**config.mk**
```make
export PLATFORM = sky130hd
export DESIGN_NAME = muldiv_seq
export DESIGN_NICKNAME = d
export VERILOG_FILES = /design/src/rtl/muldiv_pkg.sv /design/src/rtl/CSA_32bit.sv /design/src/rtl/muldiv_seq.sv
export SDC_FILE = /design/constraint.sdc
export NUM_CORES = 1
export LEC_CHECK = 0
export ABC_CLOCK_PERIOD_IN_PS = 8400
export CORE_ASPECT_RATIO = 1.5
export CORE_MARGIN = 5
export CORE_UTILIZATION = 45
export CTS_CLUSTER_DIAMETER = 200
export CTS_CLUSTER_SIZE = 12
export DETAILED_ROUTE_END_ITERATION = 10
export GPL_TIMING_DRIVEN = 1
export HOLD_SLACK_MARGIN = 0.02
export PLACE_DENSITY = 0.68
export SYNTH_ARGS = -nofsm -noshare
export SYNTH_HDL_FRONTEND = slang
export SYNTH_SLANG_ARGS = --single-unit
```
**constraint.sdc**
```tcl
create_clock -name clock -period 8.4 [get_ports clock]
set_input_delay 1.68 -clock clock [delete_from_list [all_inputs] [get_ports clock]]
set_output_delay 1.68 -clock clock [all_outputs]
set_load 0.05 [all_outputs]
```
**src/rtl/muldiv_pkg.sv**
```systemverilog
// ---------------------------------------------------------------------------
// muldiv_pkg
// Shared definitions for the multi-cycle multiply/divide sequencer:
//   - state_e      : sequencer state encoding
//   - ITER_COUNT   : number of Booth / restoring-division iterations
//   - MUL_LATENCY  : edges from accepted start to the last multiply iteration
//   - DIV_LATENCY  : edges from accepted start to the divide FIX step
// ---------------------------------------------------------------------------
package muldiv_pkg;

    typedef enum logic [2:0] {
        S_IDLE  = 3'd0,
        S_NEG_A = 3'd1,
        S_NEG_B = 3'd2,
        S_ITER  = 3'd3,
        S_FIX   = 3'd4,
        S_DONE  = 3'd5
    } state_e;

    localparam int ITER_COUNT  = 32;
    localparam int MUL_LATENCY = 32;
    localparam int DIV_LATENCY = 35;

endpackage

```
**src/rtl/CSA_32bit.sv**
```systemverilog
// ---------------------------------------------------------------------------
// CSA_32bit
// 32-bit carry-select adder built from four 8-bit blocks. Each block
// precomputes its sum for carry-in 0 and 1; the incoming carry picks one.
// Ports:
//   a, b        in  32 : addends
//   cin         in  1  : carry in
//   sum         out 32 : a + b + cin (low 32 bits)
//   cout        out 1  : carry out of bit 31
//   overflow    out 1  : signed overflow of the addition
//   isLessThan  out 1  : signed a < b when driven as a + ~b + 1
//   isNotEqual  out 1  : a != b when driven as a + ~b + 1
// ---------------------------------------------------------------------------
module CSA_32bit (
    input  logic [31:0] a,
    input  logic [31:0] b,
    input  logic        cin,
    output logic [31:0] sum,
    output logic        cout,
    output logic        overflow,
    output logic        isLessThan,
    output logic        isNotEqual
);

    localparam int BLK  = 8;
    localparam int NBLK = 4;

    logic [NBLK:0] carry_s;
    logic          c31_s;

    assign carry_s[0] = cin;

    for (genvar g = 0; g < NBLK; g++) begin : g_blk
        logic [BLK:0] sum0_s;
        logic [BLK:0] sum1_s;

        assign sum0_s = {1'b0, a[g*BLK +: BLK]} + {1'b0, b[g*BLK +: BLK]};
        assign sum1_s = {1'b0, a[g*BLK +: BLK]} + {1'b0, b[g*BLK +: BLK]}
                        + {{BLK{1'b0}}, 1'b1};
        assign sum[g*BLK +: BLK] = carry_s[g] ? sum1_s[BLK-1:0] : sum0_s[BLK-1:0];
        assign carry_s[g+1]      = carry_s[g] ? sum1_s[BLK]     : sum0_s[BLK];
    end

    // Carry into the MSB recovered from the MSB sum bit; overflow when it
    // differs from the carry out.
    assign c31_s      = a[31] ^ b[31] ^ sum[31];
    assign cout       = carry_s[NBLK];
    assign overflow   = c31_s ^ cout;
    assign isLessThan = sum[31] ^ overflow;
    assign isNotEqual = |sum;

endmodule

```
**src/rtl/muldiv_seq.sv**
```systemverilog
// ---------------------------------------------------------------------------
// muldiv_seq
// Multi-cycle signed multiply (radix-2 Booth, low 32 bits) / signed
// truncating divide (restoring division on magnitudes). All add, subtract
// and negate operations share one CSA_32bit instance.
// Ports:
//   clock         in  1  : clock, rising edge
//   reset_n       in  1  : asynchronous active-low reset
//   start         in  1  : request, sampled only in IDLE
//   op_div        in  1  : 0 = multiply, 1 = divide (sampled with start)
//   operand_a     in  32 : multiplicand / dividend
//   operand_b     in  32 : multiplier / divisor
//   busy          out 1  : high in every state except IDLE
//   result_ready  out 1  : one-cycle pulse in DONE
//   result        out 32 : product low word or quotient, held
//   exception     out 1  : overflow or divide-by-zero, held with result
// ---------------------------------------------------------------------------
module muldiv_seq
    import muldiv_pkg::*;
(
    input  logic        clock,
    input  logic        reset_n,
    input  logic        start,
    input  logic        op_div,
    input  logic [31:0] operand_a,
    input  logic [31:0] operand_b,
    output logic        busy,
    output logic        result_ready,
    output logic [31:0] result,
    output logic        exception
);

    localparam logic [4:0] LAST_CNT = 5'(ITER_COUNT - 1);

    state_e      state_q,  state_d;
    logic [4:0]  cnt_q,    cnt_d;
    logic [31:0] acc_q,    acc_d;     // Booth A / division remainder R
    logic [31:0] q_q,      q_d;       // Booth Q / dividend-quotient
    logic        q1_q,     q1_d;      // Booth q_-1
    logic [31:0] m_q,      m_d;       // multiplicand M / divisor magnitude
    logic        div_q,    div_d;
    logic        neg_q,    neg_d;     // quotient sign: sign(a) ^ sign(b)
    logic [31:0] result_q, result_d;
    logic        exc_q,    exc_d;
    logic        busy_q,   ready_q;

    logic [31:0] add_a_s, add_b_s, add_sum_s;
    logic        add_cin_s, add_cout_s, add_ovf_s;
    logic        csa_lt_unused_s, csa_ne_unused_s;
    logic [31:0] rem_sh_s;
    logic        booth_sign_s;

    CSA_32bit u_csa (
        .a          (add_a_s),
        .b          (add_b_s),
        .cin        (add_cin_s),
        .sum        (add_sum_s),
        .cout       (add_cout_s),
        .overflow   (add_ovf_s),
        .isLessThan (csa_lt_unused_s),
        .isNotEqual (csa_ne_unused_s)
    );

    // Remainder shifted left with the next dividend bit.
    assign rem_sh_s = {acc_q[30:0], q_q[31]};
    // True sign of the Booth partial sum, immune to overflow.
    assign booth_sign_s = add_sum_s[31] ^ add_ovf_s;

    // Shared adder operand and carry-in select, driven by state.
    always_comb begin
        add_a_s   = 32'd0;
        add_b_s   = 32'd0;
        add_cin_s = 1'b0;
        case (state_q)
            S_NEG_A: begin
                add_b_s   = q_q[31] ? ~q_q : q_q;
                add_cin_s = q_q[31];
            end
            S_NEG_B: begin
                add_b_s   = m_q[31] ? ~m_q : m_q;
                add_cin_s = m_q[31];
            end
            S_ITER: begin
                if (div_q) begin
                    add_a_s   = rem_sh_s;
                    add_b_s   = ~m_q;
                    add_cin_s = 1'b1;
                end else begin
                    add_a_s = acc_q;
                    case ({q_q[0], q1_q})
                        2'b01: begin
                            add_b_s   = m_q;
                            add_cin_s = 1'b0;
                        end
                        2'b10: begin
                            add_b_s   = ~m_q;
                            add_cin_s = 1'b1;
                        end
                        default: begin
                            add_b_s   = 32'd0;
                            add_cin_s = 1'b0;
                        end
                    endcase
                end
            end
            S_FIX: begin
                add_b_s   = neg_q ? ~q_q : q_q;
                add_cin_s = neg_q;
            end
            default: begin
                add_a_s   = 32'd0;
                add_b_s   = 32'd0;
                add_cin_s = 1'b0;
            end
        endcase
    end

    // Next-state, datapath update and result capture on entry to DONE.
    always_comb begin
        state_d  = state_q;
        cnt_d    = cnt_q;
        acc_d    = acc_q;
        q_d      = q_q;
        q1_d     = q1_q;
        m_d      = m_q;
        div_d    = div_q;
        neg_d    = neg_q;
        result_d = result_q;
        exc_d    = exc_q;
        case (state_q)
            S_IDLE: begin
                if (start) begin
                    div_d = op_div;
                    acc_d = 32'd0;
                    q_d   = operand_a;
                    q1_d  = 1'b0;
                    m_d   = operand_b;
                    cnt_d = 5'd0;
                    if (!op_div) begin
                        state_d = S_ITER;
                    end else if (operand_b == 32'd0) begin
                        state_d  = S_DONE;
                        result_d = 32'd0;
                        exc_d    = 1'b1;
                    end else begin
                        state_d = S_NEG_A;
                    end
                end else begin
                    state_d = S_IDLE;
                end
            end
            S_NEG_A: begin
                q_d     = add_sum_s;
                neg_d   = q_q[31];
                state_d = S_NEG_B;
            end
            S_NEG_B: begin
                m_d     = add_sum_s;
                neg_d   = neg_q ^ m_q[31];
                state_d = S_ITER;
            end
            S_ITER: begin
                if (div_q) begin
                    // cout = 1 means no borrow: the divisor fits.
                    if (add_cout_s) begin
                        acc_d = add_sum_s;
                        q_d   = {q_q[30:0], 1'b1};
                    end else begin
                        acc_d = rem_sh_s;
                        q_d   = {q_q[30:0], 1'b0};
                    end
                end else begin
                    acc_d = {booth_sign_s, add_sum_s[31:1]};
                    q_d   = {add_sum_s[0], q_q[31:1]};
                    q1_d  = q_q[0];
                end
                cnt_d = cnt_q + 5'd1;
                if (cnt_q != LAST_CNT) begin
                    state_d = S_ITER;
                end else if (div_q) begin
                    state_d = S_FIX;
                end else begin
                    state_d  = S_DONE;
                    result_d = q_d;
                    // High word must be the sign extension of the low word.
                    exc_d    = (acc_d != {32{q_d[31]}});
                end
            end
            S_FIX: begin
                result_d = add_sum_s;
                // Only 0x8000_0000 / -1 yields a positive quotient with MSB set.
                exc_d    = ~neg_q & q_q[31];
                state_d  = S_DONE;
            end
            S_DONE: begin
                state_d = S_IDLE;
            end
            default: begin
                state_d = S_IDLE;
            end
        endcase
    end

    // State, datapath and registered output flops.
    always_ff @(posedge clock or negedge reset_n) begin
        if (!reset_n) begin
            state_q  <= S_IDLE;
            cnt_q    <= 5'd0;
            acc_q    <= 32'd0;
            q_q      <= 32'd0;
            q1_q     <= 1'b0;
            m_q      <= 32'd0;
            div_q    <= 1'b0;
            neg_q    <= 1'b0;
            result_q <= 32'd0;
            exc_q    <= 1'b0;
            busy_q   <= 1'b0;
            ready_q  <= 1'b0;
        end else begin
            state_q  <= state_d;
            cnt_q    <= cnt_d;
            acc_q    <= acc_d;
            q_q      <= q_d;
            q1_q     <= q1_d;
            m_q      <= m_d;
            div_q    <= div_d;
            neg_q    <= neg_d;
            result_q <= result_d;
            exc_q    <= exc_d;
            busy_q   <= (state_d != S_IDLE);
            ready_q  <= (state_d == S_DONE);
        end
    end

    assign busy         = busy_q;
    assign result_ready = ready_q;
    assign result       = result_q;
    assign exception    = exc_q;

endmodule

```
==> metrics.yaml <==
grt:
  antenna_found_initial: 0
  grt_pass1_wl_mm: 58.2
  grt_max_degree: 75
  track_usage_pct: 27.1
  grt_pass1_vias: 10400
  grt.overflow.total: 0
critical_path:
  crit_fanout: 24
  reg2reg_depth: 25
  slowest_stage: "dfrtp_1"
  worst_r2r_endpoint: "exception$_DFFE_PN0P_"
  critPathMaxStageDelay_ns: 0.64
  worst-path-buf-inv: 3
  crit_family: "simple AND/OR/NAND/NOR gates"
  end_kind: "flop"
  startpoint_type: "flop"
  crit_required_ns: 8.70
  startpoint: "state_q[1]$_DFF_PN0_"
  r2r_setup_slack_ns: 0.66
  crit_type: "flop to flop"
  crit_path_end: "exception$_DFFE_PN0P_"
  cp_data_arrival_time_ns: 8.04
  cp.depth: 25
  r2r_start: "state_q[1]$_DFF_PN0_"
yosys:
  async_reset_ff_share_pct: 100
  ys_types: 69
  netlist_area_um2: 10900
  avgSynthCellArea_um2: 7.95
  synth.net_count: 1483
  synthFlopType: "dfrtp_1"
  synth_edf_count: 0
  synth_seq_cells: 142
  yosys.area.top_type: "dfrtp_1"
  syn_inst: 1372
  seq_area_frac_synth_pct: 32.6
  synthDominantCellAreaShare_pct: 32.6
  synth_area_leaders: "dfrtp_1 33%, mux2i_1 8.1%, nand2_1 7.7%, o21ai_0 6.1%, nor2_1 5.3%"
  ys.warnings.count: 0
drt:
  highest_layer: "met4"
  wire_per_inst_um: 21.3
  drt_wl_total_mm: 37.5
  drc_errors: 0
  first_pass_iters: 7
  dr_wl_met2_mm: 18.7
  routed-wl-met3_mm: 1.82
  drt-met1-wl_mm: 14.4
  avgViaCountPerCell: 6.13
  vias: 10800
  drtIter0Drc: 973
  drtAntennaViolNets: 0
place:
  place_congestion: 0.953
  dpl.hpwl_mm: 27.4
  numPortBuffers: 102
clock_network:
  cts_inserted_buffers: 17
  cts_tree: "done"
  cts_htree_levels: 4
  root_buffer: "clkbuf_16"
  hold_buffers: 0
  cts.sinks: 142
  post-cts-setup-buffers: 0
  clock_latency_ns: 0.44
  clkTransAtPathRegs_ns: 0.06
  clockBufferDepth: 2
timing:
  rsz0062_at_grt: "false"
  final.setup_skew_ns: 0.0139
  clock.fmax_mhz: 129
  slew_headroom_pct: 14.8
  fin_tns_setup_ns: 0
  period_share_pct: 92.1
  setup_viol_count_final: 0
  tightestPinTransition_ns: 1.28
  finalMaxSlewViolations: 0
  finalHoldViolCount: 0
  whs_ns: 0.478
  finalCriticalPeriod_ns: 7.74
die:
  die_height_um: 201
  coreArea_um2: 23800
  ios: 103
  rows: 69
  die_area_um2: 27500
  fp.dieW_um: 137
  initial_core_util_pct: 45.8
layout:
  mostFrequentLayoutCell: "nand2_1"
  drive_gt1_share_pct: 5.56
  synthToLayoutAreaGrowth_pct: 17.1
  diodes: 0
  layout_common_cells: "221 x nand2_1, 150 x nor2_1, 141 x dfrtp_1"
  finalNetCount: 1538
  final_core_util_pct: 53.6
  fill_cells: 2294
job:
  cap_viol_max_count: 0
run_status:
  status: "completed"
worst_hold_path:
  hold_class: "flop to flop"
==> timing repair <==
| action | CTS | global route |
|---|---|---|
| setup endpoints to repair | 0 | 1 |
| resized for setup | 0 | 2 |
| hold endpoints to repair | 0 | 0 |
==> how the worst min path moves through the flow <==
stage	startpoint	end	slack (ns)	depth (start not counted)
floorplan	cnt_q[3]$_DFFE_PN0P_	cnt_q[3]$_DFFE_PN0P_	0.44	1
global placement	acc_q[31]$_DFFE_PN0P_	acc_q[31]$_DFFE_PN0P_	0.47	2
detailed placement	result[17]$_DFFE_PN0P_	result[17]$_DFFE_PN0P_	0.47	2
CTS	result[17]$_DFFE_PN0P_	result[17]$_DFFE_PN0P_	0.48	2
global route	result[17]$_DFFE_PN0P_	result[17]$_DFFE_PN0P_	0.50	2
finish	result[15]$_DFFE_PN0P_	result[15]$_DFFE_PN0P_	0.48	2
==> tightest hold or removal path: cells and delay by family, from the launching register on <==
kind	cells	cell delay [ns]
DFF	1	0.34
AOI/OAI and AO/OA	1	0.06
and+or+nand+nor	1	0.04
==> final cells by class <==
class                           count  area (µm²)  area share, %
Clock buffer                       20         447           3.50
Clock inverter                     11         134           1.05
Tap cell                          319         399           3.13
Multi-Input combinational cell   1113        6950           54.4
Inverter                           31         116          0.911
Sequential cell                   142        3560           27.9
Timing Repair Buffer              122        1170           9.18
==> cells in the mapped netlist, types with 31 or more instances <==
cell	n
clkbuf_1	68
a21oi_1	75
o211ai_1	34
dfrtp_1	142
ha_1	39
mux2i_1	88
nand2_1	223
xnor2_1	31
a22oi_1	33
o21ai_0	132
nor2_1	153
==> metal layers <==
layer  global-route usage [%]  up-vias
met1                     32.3     5151
met5                        0        -
met4                     16.7        0
met2                     45.5      439
met3                     3.34      127
li1                         -     5068
==> logic make-up (layout without fill, tap and decap cells) <==
group	count (synthesis)	after routing	share of synthesized area [%]
AOI/OAI and AO/OA	404	404	23.4
xor gates and xnor gates	54	54	4.51
buffers and inverters	117	184	4.12
DFF	142	142	32.6
muxes	98	98	9.16
adders and majority gates	43	43	5.21
and+or+nand+nor	514	514	21.1
==> registers in the layout, summed over array words and instances (netlist names) <==
register and flops:
neg_q 1, q1_q 1, state_q 3, result_ready 1, cnt_q 5, result 32
exception 1, acc_q 32, busy 1, m_q 32, q_q 32, div_q 1
==> stage by stage <==
step | cells | worst slack (ns) | instance area (µm²)
global placement | 1727 | 0.814 | 12200
global route | 1758 | 0.109 | 12800
detailed placement | 1727 | 0.709 | 12200
finish | 1758 | 0.662 | 12800
floorplan | 1372 | 1.23 | 10900
CTS | 1758 | 0.617 | 12800
Power is not shown: default switching activity piles up to over one toggle a cycle in this logic, so the estimate is an artifact.
